[src/rtl/uart_rx_fifo.sv]
// UART receive FIFO with an APB register front end.
// Bytes arrive on rx_strobe and leave through RXDATA reads; irq tracks fill level.
module uart_rx_fifo #(
    parameter int DEPTH      = 16,
    parameter int ADDR_WIDTH = 32,
    parameter int DATA_WIDTH = 32
) (
    input  logic                  clk,
    input  logic                  APB_PRESETn,
    input  logic [ADDR_WIDTH-1:0] paddr,
    input  logic [DATA_WIDTH-1:0] pwdata,
    output logic [DATA_WIDTH-1:0] prdata,
    input  logic                  psel,
    input  logic                  penable,
    input  logic                  pwrite,
    input  logic [3:0]            pstb,
    output logic                  pready,
    output logic                  perr,
    input  logic                  rx_strobe,
    input  logic [7:0]            rx_data,
    output logic                  irq
);
    localparam int AW = $clog2(DEPTH);
    localparam int CW = $clog2(DEPTH + 1);

    logic [7:0]    r_mem [DEPTH];
    logic [AW-1:0] r_wptr;
    logic [AW-1:0] r_rptr;
    logic [CW-1:0] r_count;
    logic          r_ovf;
    logic          r_irq_en;
    logic [7:0]    r_thr;
    logic          r_irq;

    logic [3:0]    w_off;
    logic          w_acc;
    logic          w_valid;
    logic          w_err;
    logic          w_empty;
    logic          w_full;
    logic          w_pop;
    logic          w_wr_st;
    logic          w_wr_ct;
    logic          w_flush;
    logic          w_push;
    logic          w_drop;
    logic [CW-1:0] w_count_nx;
    logic          w_ovf_nx;
    logic          w_irq_en_nx;
    logic [7:0]    w_thr_nx;
    logic          w_irq_nx;
    logic [31:0]   w_rdata;
    logic          w_unused;

    assign w_off   = paddr[3:0];
    assign w_acc   = psel & penable;
    assign w_valid = (w_off == 4'h0) | (w_off == 4'h4) | (w_off == 4'h8);
    assign w_err   = w_acc & (~w_valid | (pwrite & (w_off == 4'h0)));
    assign w_empty = (r_count == '0);
    assign w_full  = (r_count == CW'(DEPTH));
    assign w_pop   = w_acc & ~pwrite & (w_off == 4'h0) & ~w_empty;
    assign w_wr_st = w_acc & pwrite & (w_off == 4'h4);
    assign w_wr_ct = w_acc & pwrite & (w_off == 4'h8);
    assign w_flush = w_wr_ct & pstb[2] & pwdata[16];
    // A pop in the same cycle frees the slot, so a full FIFO still accepts
    assign w_push  = rx_strobe & ~w_flush & (~w_full | w_pop);
    assign w_drop  = rx_strobe & ~w_flush & w_full & ~w_pop;
    assign w_unused = ^{paddr[ADDR_WIDTH-1:4], pwdata[DATA_WIDTH-1:17],
                        pwdata[7:1], pstb[3]};

    // Next-state values for count, flags and control fields
    always_comb begin
        w_count_nx = r_count;
        if (w_flush)
            w_count_nx = '0;
        else if (w_push & ~w_pop)
            w_count_nx = r_count + CW'(1);
        else if (w_pop & ~w_push)
            w_count_nx = r_count - CW'(1);
        w_ovf_nx = r_ovf;
        if (w_wr_st & pstb[1] & pwdata[11])
            w_ovf_nx = 1'b0;
        if (w_drop)
            w_ovf_nx = 1'b1;
        w_irq_en_nx = r_irq_en;
        if (w_wr_ct & pstb[0])
            w_irq_en_nx = pwdata[0];
        w_thr_nx = r_thr;
        if (w_wr_ct & pstb[1])
            w_thr_nx = (pwdata[15:8] == 8'h00) ? 8'h01 : pwdata[15:8];
    end

    assign w_irq_nx = w_irq_en_nx &
                      ((32'(w_count_nx) >= 32'(w_thr_nx)) | w_ovf_nx);

    // Read mux; error accesses and writes return zero
    always_comb begin
        w_rdata = 32'h0;
        if (w_acc & ~pwrite & ~w_err) begin
            case (w_off)
                4'h0:    w_rdata = w_empty ? 32'h8000_0000
                                           : {24'h0, r_mem[r_rptr]};
                4'h4:    w_rdata = {19'h0, r_irq, r_ovf, w_full, w_empty,
                                    9'(r_count)};
                4'h8:    w_rdata = {15'h0, 1'b0, r_thr, 7'h0, r_irq_en};
                default: w_rdata = 32'h0;
            endcase
        end
    end

    assign prdata = APB_PRESETn ? DATA_WIDTH'(w_rdata) : '0;
    assign pready = APB_PRESETn & w_acc;
    assign perr   = APB_PRESETn & w_err;
    assign irq    = r_irq;

    // Storage array, contents need no reset
    always_ff @(posedge clk) begin
        if (w_push)
            r_mem[r_wptr] <= rx_data;
    end

    // Pointers, count, flags and control registers
    always_ff @(posedge clk or negedge APB_PRESETn) begin
        if (!APB_PRESETn) begin
            r_wptr   <= '0;
            r_rptr   <= '0;
            r_count  <= '0;
            r_ovf    <= 1'b0;
            r_irq_en <= 1'b0;
            r_thr    <= 8'h01;
            r_irq    <= 1'b0;
        end else begin
            if (w_flush) begin
                r_wptr <= '0;
                r_rptr <= '0;
            end else begin
                if (w_push)
                    r_wptr <= r_wptr + AW'(1);
                if (w_pop)
                    r_rptr <= r_rptr + AW'(1);
            end
            r_count  <= w_count_nx;
            r_ovf    <= w_ovf_nx;
            r_irq_en <= w_irq_en_nx;
            r_thr    <= w_thr_nx;
            r_irq    <= w_irq_nx;
        end
    end
endmodule

[config.mk]
export PLATFORM = sky130hd
export DESIGN_NAME = uart_rx_fifo
export DESIGN_NICKNAME = d
export VERILOG_FILES = /design/src/rtl/uart_rx_fifo.sv
export SDC_FILE = /design/constraint.sdc
export NUM_CORES = 1
export LEC_CHECK = 0
export ABC_AREA = 1
export CORE_MARGIN = 2
export CORE_UTILIZATION = 50
export CTS_CLUSTER_DIAMETER = 150
export DETAILED_ROUTE_END_ITERATION = 7
export GPL_TIMING_DRIVEN = 1
export PLACE_DENSITY = 0.75
export SLEW_MARGIN = 20
export SYNTH_ARGS = -nofsm -noshare
export SYNTH_HDL_FRONTEND = slang
export SYNTH_SLANG_ARGS = --single-unit
[constraint.sdc]
create_clock -name clk -period 3.02 [get_ports clk]
set_input_delay 0.604 -clock clk [delete_from_list [all_inputs] [get_ports clk]]
set_output_delay 0.604 -clock clk [all_outputs]
set_load 0.03 [all_outputs]
-- Word-level counts from Yosys, hierarchy flattened
Memory sizes are Yosys's and may differ from the RTL's.
Cells that the tools add are included.
- mux-type cells: 18
- eq/ne operators: 3
- $add $sub $neg: 4
- reductions and logical operators: 5
- bitwise logic cells: 38
- order comparisons: 1
- operators with widths (cell ; number):
    2-to-1 mux 32 bit ; 3
    case mux 32 bit (3 select lines) ; 1
    AND 1 bit ; 25
    2-to-1 mux 4 bit ; 4
    2-to-1 mux 8 bit ; 2
    2-to-1 mux 5 bit ; 3
    adder 4 x 1 -> 4 bit (second input constant) ; 2
    >= comparator 5 x 8 -> 1 bit ; 1
    zero test 8 bit ; 1
    NOT 1 bit ; 8
    adder 5 x 1 -> 5 bit (second input constant) ; 1
    equality test 5 bit (second input constant) ; 1
    zero test 5 bit ; 1
    2-to-1 mux 1 bit ; 5
    bitwise OR 1 bit ; 5
    subtractor 5 x 1 -> 5 bit (second input constant) ; 1
    equality test 4 x 3 -> 1 bit (second input constant) ; 1
    equality test 4 bit (second input constant) ; 1
    zero test 4 bit ; 1
    nonzero test 2 bit ; 2
- flip-flop bits (word level): 24
- logic and storage cells: 77
- input port bits: 82
- memories kept: 1
- bits in writable memories: 128
- memories (name ; words ; width ; rd ports ; clocked after Yosys merged registers in ; write ports ; line ; RTL):
    r_mem ; 16 ; 8 ; 1 ; 0 ; 1 ; 26 ; logic [7:0] r_mem [DEPTH];

-- Longest topological paths before layout
Gate-level depths: netlist of run 1.
- depth in word-level cells: 16
- depth in mapped cells: 23
- mapped depth without buffers: 23

-- Least setup slack after synthesis of run 1
OpenSTA, ideal clock, no wires.
- path type: in2out
- start point: in psel
- end point: out prdata[31]
- path slack: 0.473 ns
- required time: 2.416 ns
- arrival time: 1.943 ns
- stages: 6
- cell sequence: nand2_1 -> inv_1 -> nand2_1 -> inv_1 -> nand3_1 -> nor3_1
- cells in the longest elaborated chain, start to end: 6
- elaborated cells between the ends (all ways): 7
- those cells by class: mux: 2; bitwise: 5
- RTL lines (element ; line ; RTL):
    start, declared ; 13 ; input logic psel,
    AND 1 bit * ; 56 ; assign w_acc = psel & penable;
    AND 1 bit ; 58 ; assign w_err = w_acc & (~w_valid | (pwrite & (w_off == 4'h0)));
    NOT 1 bit ; 99 ; if (w_acc & ~pwrite & ~w_err) begin
    AND 1 bit * ; 99 ;
    2-to-1 mux 32 bit * ; 99 ;
    2-to-1 mux 32 bit * ; 111 ; assign prdata = APB_PRESETn ? DATA_WIDTH'(w_rdata) : '0;
    end, declared ; 12 ; output logic [DATA_WIDTH-1:0] prdata,
Every way passes the cells marked *; elsewhere a longest branch is shown, timed or not.

-- Worst setup path in the final report of run 1
- start point: in paddr[2]
- end point: out prdata[14]
- cells in the longest elaborated chain, start to end: 10
- elaborated cells between the ends (all ways): 14
- those cells by class: eq/ne: 2; mux: 3; bitwise: 8; reduce/logical: 1
- RTL lines (element ; line ; RTL):
    start, declared ; 10 ; input logic [ADDR_WIDTH-1:0] paddr,
    equality test 4 x 3 -> 1 bit or zero test 4 bit (tied branches) ; 57, 100, 58 ;
    bitwise OR 1 bit (2 in a row) ; 57 ; assign w_valid = (w_off == 4'h0) | (w_off == 4'h4) | (w_off == 4'h8);
    NOT 1 bit ; 58 ;
    bitwise OR 1 bit ; 58 ;
    AND 1 bit ; 58 ;
    NOT 1 bit ; 99 ;
    AND 1 bit ; 99 ;
    2-to-1 mux 32 bit * ; 99 ;
    2-to-1 mux 32 bit * ; 111 ;
Marks and branches as above.

==> metrics.txt, run 1 <==
Largest delay share family, worst path simple AND/OR/NAND/NOR gates; grt ovf 0; Post-CTS Setup Bufs 0; RePlAce Congestion 0.861; cell breakdown of the critical path clkdlybuf4s50_1 -> buf_4 -> nor2_1 -> nand2_1 -> nand2_1 -> o21ai_0 -> nand2_1 -> nand2_1 -> nor3_1 -> buf_4; Die Y 123 microns; setup_tns 0 ns; die area 15200 sq um; CP max FO 4; worst endpoint required time 2.42 ns; Power Total 6240 uW; clock-pin slew on the worst setup and hold paths 0.06 ns; Most common cell on crit path nand2_1; post-detail-place hpwl 11300 microns; Synth Flop Type edfxtp_1; Avg Vias per Cell 5.42; port buffer count 50; clock root buffer clkbuf_16; clk sinks 152; RSZ-0062 raised after global routing yes; minimum clock period after layout 2.94 ns; final-report hold violation count 0; Die W 123 microns; Post-Synthesis Cells 700; Routed WL 16700 microns; Worst path slowest cell clkdlybuf4s50_1; synth warn 0; nets 888; Clock Path Buffers 2; Max VDD drop 0.430 mV; CP Class in2out; status finished, final reports clean; asr flop ratio synth 15.8%; skew final 0.00427 ns; Initial Utilization 51.3%; Synth top area share 54.0%; Synth area leaders edfxtp_1 (54%), dfrtp_1 (8.1%), nand2_1 (6.3%); Slew headroom 60.1%; Final Max Slew Viols 0; Leak 0.00346 uW; Iter 0 DRT Violations 444; Area Growth Syn to Fin 21.0%; biggest area consumer among synthesized cells edfxtp_1; antenna violations before repair 0; # setup viols final 0; arrival time worst endpoint 2.34 ns; final instance area 8620 sq um; Site Rows 43; global-route wire length before repair 26200 microns; final core occ 62.1%; Slew @ Worst Pin 0.597 ns; Post-route DRC 0; Post-DP Area 8030 sq um; fraction of layout cells with a size suffix above 1 16.0%; CP peak stage delay 0.43 ns; hold crit path type reg2reg; all-layer global routing usage 23.2%; crit path launch type input port; vias in the first global route 5246; Core Box Area 13900 sq um; CTS buffer count 17; final worst-path cycle share 97.4%; drt pass-1 iters 4; Top Ports 117; hold_buf cts 0; Fillers 1103; syn avg cell area 10.2 sq um; sequential area share after synthesis 62.4%; Pwr per Cell Area 724 nW/um^2; CTS tree done; hold_ws 0.544 ns; antenna viol nets, final 0; maxcap violations 0; H-tree Lvls 4; Synth cell types 41; Clock Latency Late Sink 0.43 ns; Post-synth EDFFs 128; commonest non-fill, non-tap cell in the layout edfxtp_1; WP buf/inv 3; ANT cells 0; pin count of the biggest net entering global routing 44; wire length per cell 16.9 microns; post-synthesis cell area 7120 sq um; via count 5349; Achievable Freq 340 MHz; Yosys reg bits 152; Crit. End Element primary output; most frequent cells in the layout edfxtp_1 (128), nand2_1 (119), nor2_1 (102), buf_4 (68), o21ai_0 (62)
==> worst min-delay path, stage by stage, from the launching register on <==
cell and delay [ns]:
dfrtp_1 0.34, nand2_1 0.05, o21ai_0 0.11
==> path summary, 6_finish.rpt <==
| path | from | to | slack, ns | cells past startpoint |
|---|---|---|---|---|
| worst max-delay path | paddr[2] | prdata[14] | 0.08 | 10 |
| worst min-delay path | r_thr[3] | r_thr[3] | 0.54 | 2 |
| worst max register to register | r_count[1] | irq | 0.36 | 22 |
| worst min register to register | r_thr[3] | r_thr[3] | 0.54 | 2 |
| max in group asynchronous | APB_PRESETn | r_rptr[0] | 1.94 | 2 |
| min in group asynchronous | APB_PRESETn | r_irq_en | 0.80 | 2 |
==> through the flow <==
stage	setup slack, ns	instances
floorplan	0.473	714
global placement	-0.0268	954
detailed placement	-0.0609	954
CTS	0.00382	986
global route	-0.0276	986
finish	0.0797	986
==> synth_stat cells (7+ instances only) <==
library cell and number:
dfrtp_1 23, nand2_2 7, buf_2 15, a21oi_1 31
buf_4 15, o211ai_1 11, o21ai_0 62, edfxtp_1 128
nand2_1 119, nand3_1 48, nor3_1 8, ha_1 13
inv_1 59, nor2_1 102, clkbuf_1 9
==> layout make-up <==
| class | count | area [sq um] | area share [%] |
|---|---|---|---|
| tap | 180 | 225 | 2.61 |
| clock buffer | 21 | 440 | 5.11 |
| multi-input combinational | 453 | 2270 | 26.3 |
| inverter | 67 | 254 | 2.95 |
| timing repair buffer | 102 | 863 | 10.0 |
| clock inverter | 11 | 124 | 1.44 |
| sequential | 152 | 4450 | 51.6 |
==> metal layers <==
metal | vias to the layer above | routed length, microns | global-route usage [%]
met5 | - | 0 | 0
met1 | 2611 | 7080 | 31.3
met2 | 180 | 8300 | 36.6
li1 | 2534 | - | -
met3 | 24 | 1020 | 4.70
met4 | 0 | 308 | 10.2
==> registers in the layout (all words and copies together), names as in the netlist <==
register,count
r_rptr,4
r_count,5
r_thr,8
r_wptr,4
r_ovf,1
r_irq_en,1
irq,1
r_mem,128
==> kinds of logic after synthesis <==
family                     Yosys count  synth area share [%]
AOI/OAI and AO/OA                  118                  8.96
xor gates and xnor gates             6                 0.738
adders and majority gates           13                  2.28
and+or+nand+nor                    301                  18.7
DFF                                152                  62.4
buffers and inverters              109                  6.83
other                                1                0.0526
==> where the power goes <==
part	leakage (uW)	internal, uW	switching (uW)
sequential	0.00142	2510	152
combinational	0.00177	532	1010
clock	0.000271	1220	821
total	0.00346	4260	1990
==> repair_timing <==
item                       in CTS  in global routing
hold endpoints to repair        0                  0
resized for setup               1                  7
pin swaps                       0                  2
setup endpoints to repair       7                 11
No activity file was read; power rests on OpenSTA's default activity.
==> run 2: changes to the inputs <==
--- a/config.mk
+++ b/config.mk
@@ -6,13 +6,13 @@
 export NUM_CORES = 1
 export LEC_CHECK = 0
 export ABC_AREA = 1
-export CORE_MARGIN = 2
+export CORE_MARGIN = 4
 export CORE_UTILIZATION = 50
 export CTS_CLUSTER_DIAMETER = 150
 export DETAILED_ROUTE_END_ITERATION = 7
 export GPL_TIMING_DRIVEN = 1
 export PLACE_DENSITY = 0.75
-export SLEW_MARGIN = 20
+export SLEW_MARGIN = 10
 export SYNTH_ARGS = -nofsm -noshare
 export SYNTH_HDL_FRONTEND = slang
 export SYNTH_SLANG_ARGS = --single-unit
==> run 2 against run 1 <==
Effect of this change:
- clock skew is 0.0042 ns higher
- largest cell class unchanged
- first-iteration DRC count is 36% higher
- register-to-register slack worse by 0.09 ns
- clock power grew 5%
==> metrics.txt, run 2 (synthesis results as in run 1) <==
final instance area 8670 sq um; minimum clock period after layout 2.98 ns; crit path launch type input port; Largest delay share family, worst path buffers and inverters; RePlAce Congestion 0.897; CP Class in2out; nets 887; CP peak stage delay 0.43 ns; port buffer count 50; Area Growth Syn to Fin 21.8%; most frequent cells in the layout edfxtp_1 (128), nand2_1 (118), nor2_1 (102), buf_4 (65), o21ai_0 (62); worst endpoint required time 2.42 ns; Crit. End Element primary output; Site Rows 43; grt ovf 0; r2r setup slk 0.27 ns; die area 16200 sq um; pin count of the biggest net entering global routing 73; wire length per cell 17.9 microns; commonest non-fill, non-tap cell in the layout edfxtp_1; Slew @ Worst Pin 0.751 ns; cell breakdown of the critical path clkdlybuf4s50_1 -> nor2_2 -> nand2_2 -> buf_4 -> nor2_1 -> inv_1 -> o22ai_1 -> a21oi_1 -> nor2_1 -> buf_4; worst r2r dst irq; status finished, final reports clean; WP buf/inv 4; arrival time worst endpoint 2.37 ns; Fillers 1035; all-layer global routing usage 21.6%; via count 5417; CP max FO 3; Worst path slowest cell clkdlybuf4s50_1; r2r startpoint r_count[0]; # setup viols final 0; clock-pin slew on the worst setup and hold paths 0.06 ns; global-route wire length before repair 27100 microns; CTS buffer count 17; vias in the first global route 5312; Cell Count, Final, Fillers Out 983; Pwr per Cell Area 738 nW/um^2; drt pass-1 iters 7; Cells after DPL 952; antenna violations before repair 0; critical path depth in cells 10; H-tree Lvls 4; Initial Utilization 51.1%; Routed WL 17600 microns; Core Box Area 13900 sq um; worst-case reg-to-reg path depth 20; post-detail-place hpwl 11300 microns; Max VDD drop 0.441 mV; Largest register FFs 128; Slew headroom 49.8%; Leak 0.00348 uW; Clock Path Buffers 2; skew final 0.00848 ns; Avg Vias per Cell 5.51; Post-DP Area 8010 sq um; Iter 0 DRT Violations 603; antenna viol nets, final 0; ANT cells 0; Power Total 6400 uW; CTS tree done; clock root buffer clkbuf_16; final worst-path cycle share 98.6%; final-report hold violation count 0; Final Max Slew Viols 0; Post-route DRC 0; largest register by flop count r_mem; Post-CTS Setup Bufs 0; Clock Latency Late Sink 0.41 ns; fraction of layout cells with a size suffix above 1 16.6%; RSZ-0062 raised after global routing no; biggest regs r_mem (128), r_thr (8), r_count (5); Die W 127 microns; hold crit path type in2async; Top Ports 117; Achievable Freq 336 MHz; final core occ 62.3%; clk sinks 152; maxcap violations 0; setup_tns 0 ns; Die Y 127 microns
-- run 2: cell types whose count changed in the layout (fill, tap and decap cells not counted), moves of 2 or more --
| cell | previous run | this run |
|---|---|---|
| clkinvlp_4 | 1 | 3 |
| clkbuf_1 | 4 | 1 |
| inv_6 | 2 | 4 |
| clkinv_2 | 3 | 1 |
| clkinv_1 | 4 | 2 |
| clkinv_4 | 3 | 1 |
| buf_4 | 68 | 65 |
-- run 2: final cells by class --
type	instances	area (sq um)	share of cell area [%]
clock inverters	12	168	1.93
repair buffers	101	877	10.1
inverters	67	255	2.94
flip-flops and latches	152	4450	51.3
multi-input cells	453	2270	26.2
well taps	180	225	2.60
clock buffers	18	429	4.95
-- run 2: worst register-to-register path: cells and delay by family (launching register included) --
family	cells	cell delay, ns
AND/OR/NAND/NOR	14	1.13
AO/OA/AOI/OAI	2	0.27
flip-flops	1	0.41
buffers and inverters	2	0.25
adder cells (fa/ha/maj)	2	0.55
-- run 2: worst max-delay path by stage --
| stage | start | end | slack [ns] |
|---|---|---|---|
| 5_1_grt | r_count[0] | irq | 0.02 |
| 2_1_floorplan | psel | prdata[31] | 0.47 |
| 4_1_cts | psel | prdata[6] | 0.009 |
| 3_3_place_gp | psel | irq | -0.04 |
| 3_5_place_dp | psel | irq | -0.06 |
| 6_report | paddr[1] | prdata[0] | 0.04 |
-- run 2: metal layers --
metal  vias up  global-route usage [%]  part of all wire, %  wire length (microns)
met5         -                       0                    0                      0
met4         0                    7.63                  2.2                    393
met3        40                    4.06                  7.1                   1250
met2       241                    35.9                   50                   8850
met1      2601                    28.6                   40                   7130
li1       2535                       -                    -                      -
-- run 2: stage by stage --
step           worst slack, ns  hold WS [ns]
2_1_floorplan            0.473         0.308
3_3_place_gp           -0.0358         0.544
3_5_place_dp           -0.0587         0.542
4_1_cts                0.00866         0.444
5_1_grt                 0.0153         0.484
6_report                0.0412         0.491
-- run 2: timing repair --
item	CTS	global route
cloned	0	1
setup endpoints to repair	3	8
resized for setup	1	10
pin swaps	0	1
hold buffers	0	0
-- run 2: power breakdown --
group	switching (uW)	internal (uW)	leakage (uW)
Sequential	164	2510	0.00142
Clock	833	1310	0.000282
Combinational	1040	544	0.00177
==> run 3: changes to the inputs <==
==> constraint.sdc (replaced) <==
create_clock -name clk -period 3.5 [get_ports clk]
set_input_delay 0.7 -clock clk [delete_from_list [all_inputs] [get_ports clk]]
set_output_delay 0.7 -clock clk [all_outputs]
set_load 0.03 [all_outputs]
==> run 3 against run 2 <==
Effect of this change:
- sequential power fell by 14%
- first-iteration DRC count fell by 34%
- die area did not move
- register-to-register slack improved by 0.48 ns
- clock skew barely moved
- sequential cell count did not move
- largest cell class unchanged
- sequential share of layout area rose by 1.6 points
==> metrics.txt, run 3 (synthesis results as in run 1) <==
clock-pin slew on the worst setup and hold paths 0.06 ns; hold crit path type reg2reg; HP Start r_thr[3]; final worst-path cycle share 93.6%; commonest non-fill, non-tap cell in the layout edfxtp_1; CTS buffer count 17; skew final 0.00804 ns; drt pass-1 iters 5; H-tree Lvls 4; Routed WL 16300 microns; r2r setup slk 0.75 ns; Placement Setup Slack 0.212 ns; WHS Path Cells 2; Die W 127 microns; crit path launch type flip-flop; grt ovf 0; RePlAce Congestion 0.881; Slew headroom 48.3%; post-detail-place hpwl 11000 microns; Largest register FFs 128; die area 16200 sq um; via count 5200; wire length per cell 16.9 microns; Slew @ Worst Pin 0.775 ns; Area Growth Syn to Fin 18.1%; vias in the first global route 5096; Post-route DRC 0; fraction of layout cells with a size suffix above 1 13.3%; worst-case reg-to-reg path depth 22; biggest regs r_mem (128), r_thr (8), r_count (5); arrival time worst endpoint 2.58 ns; global-route wire length before repair 25500 microns; Final WS setup 0.223 ns; CP max FO 78; Die Y 127 microns; Final Max Slew Viols 0; setup_tns 0 ns; antenna violations before repair 0; largest register by flop count r_mem; antenna viol nets, final 0; worst r2r dst irq; hold_buf cts 0; Top Ports 117; nets 865; Core Box Area 13900 sq um; Resized cells post-CTS 0; final instance area 8420 sq um; Clock Path Buffers 2; RSZ-0062 raised after global routing no; Leak 0.00334 uW; pin count of the biggest net entering global routing 79; Clock Latency Late Sink 0.42 ns; Iter 0 DRT Violations 396; Post-CTS Setup Bufs 0; worst endpoint required time 2.80 ns; r2r startpoint r_count[0]; ANT cells 0; Avg Vias per Cell 5.40; Max VDD drop 0.399 mV; # setup viols final 0; all-layer global routing usage 20.3%; port buffer count 50; Achievable Freq 305 MHz; hold path endpoint r_thr[3]; status finished, final reports clean; most frequent cells in the layout edfxtp_1 (128), nand2_1 (119), nor2_1 (102), o21ai_0 (62), inv_1 (59); Post-DP Area 7840 sq um; Site Rows 43; CP Class reg2out; final-report hold violation count 0; clk sinks 152; maxcap violations 0; Crit. End Element primary output; Initial Utilization 51.1%; CTS tree done; minimum clock period after layout 3.28 ns; clock root buffer clkbuf_16; Pwr per Cell Area 635 nW/um^2
run 3: changes by cell type in the layout (fill, tap and decap cells not counted), sizes merged:
cell / delta
buf: -21
bufinv: -1
clkbuf: -1
clkinv: +3
clkinvlp: +1
inv: -1
run 3: area by class of cell:
| class | instances | area, sq um |
|---|---|---|
| fill | 1120 | 5520 |
| sequential | 152 | 4450 |
| multi-input combinational | 453 | 2240 |
| timing repair buffer | 79 | 671 |
| clock buffer | 18 | 429 |
| inverter | 67 | 253 |
| tap | 180 | 225 |
| clock inverter | 14 | 148 |
run 3: worst max path at each step:
stage | from | end | cells past startpoint
final | r_rptr[0] | prdata[3] | 10
after CTS | r_rptr[0] | prdata[3] | 10
after detailed placement | paddr[2] | irq | 24
after global routing | r_rptr[0] | prdata[2] | 10
after global placement | paddr[2] | irq | 24
after floorplan | psel | prdata[31] | 6
run 3: stage by stage:
step / util, % / total power (uW) / instances / hold WS, ns
6_report: 60.4 / 5350 / 963 / 0.545
5_1_grt: 60.4 / 5620 / 963 / 0.578
4_1_cts: 60.4 / 5350 / 963 / 0.538
3_5_place_dp: 56.3 / 3600 / 931 / 0.525
3_3_place_gp: 56.3 / 3540 / 931 / 0.522
2_1_floorplan: - / 3200 / 714 / 0.404
run 3: power breakdown:
part           switching, uW  internal, uW  total (uW)
sequential               123          2170        2290
combinational            863           429        1290
clock                    712          1050        1770
run 3: layer usage:
metal | track usage [%] | share of wire, % | up-vias
li1 | - | - | 2494
met1 | 26.9 | 41 | 2483
met2 | 33.9 | 49 | 204
met3 | 3.72 | 8.0 | 19
met4 | 6.88 | 1.6 | 0
met5 | 0 | 0 | -
run 3: critical path, stage by stage (launching register included):
cell and delay (ns):
dfrtp_2 0.36, buf_4 0.60, nor2_1 0.11, nor2_1 0.13, o21ai_0 0.10, nand3_1 0.10, nand3_1 0.14, nand2_1 0.12
nand2_1 0.07, a21oi_1 0.20, buf_4 0.21
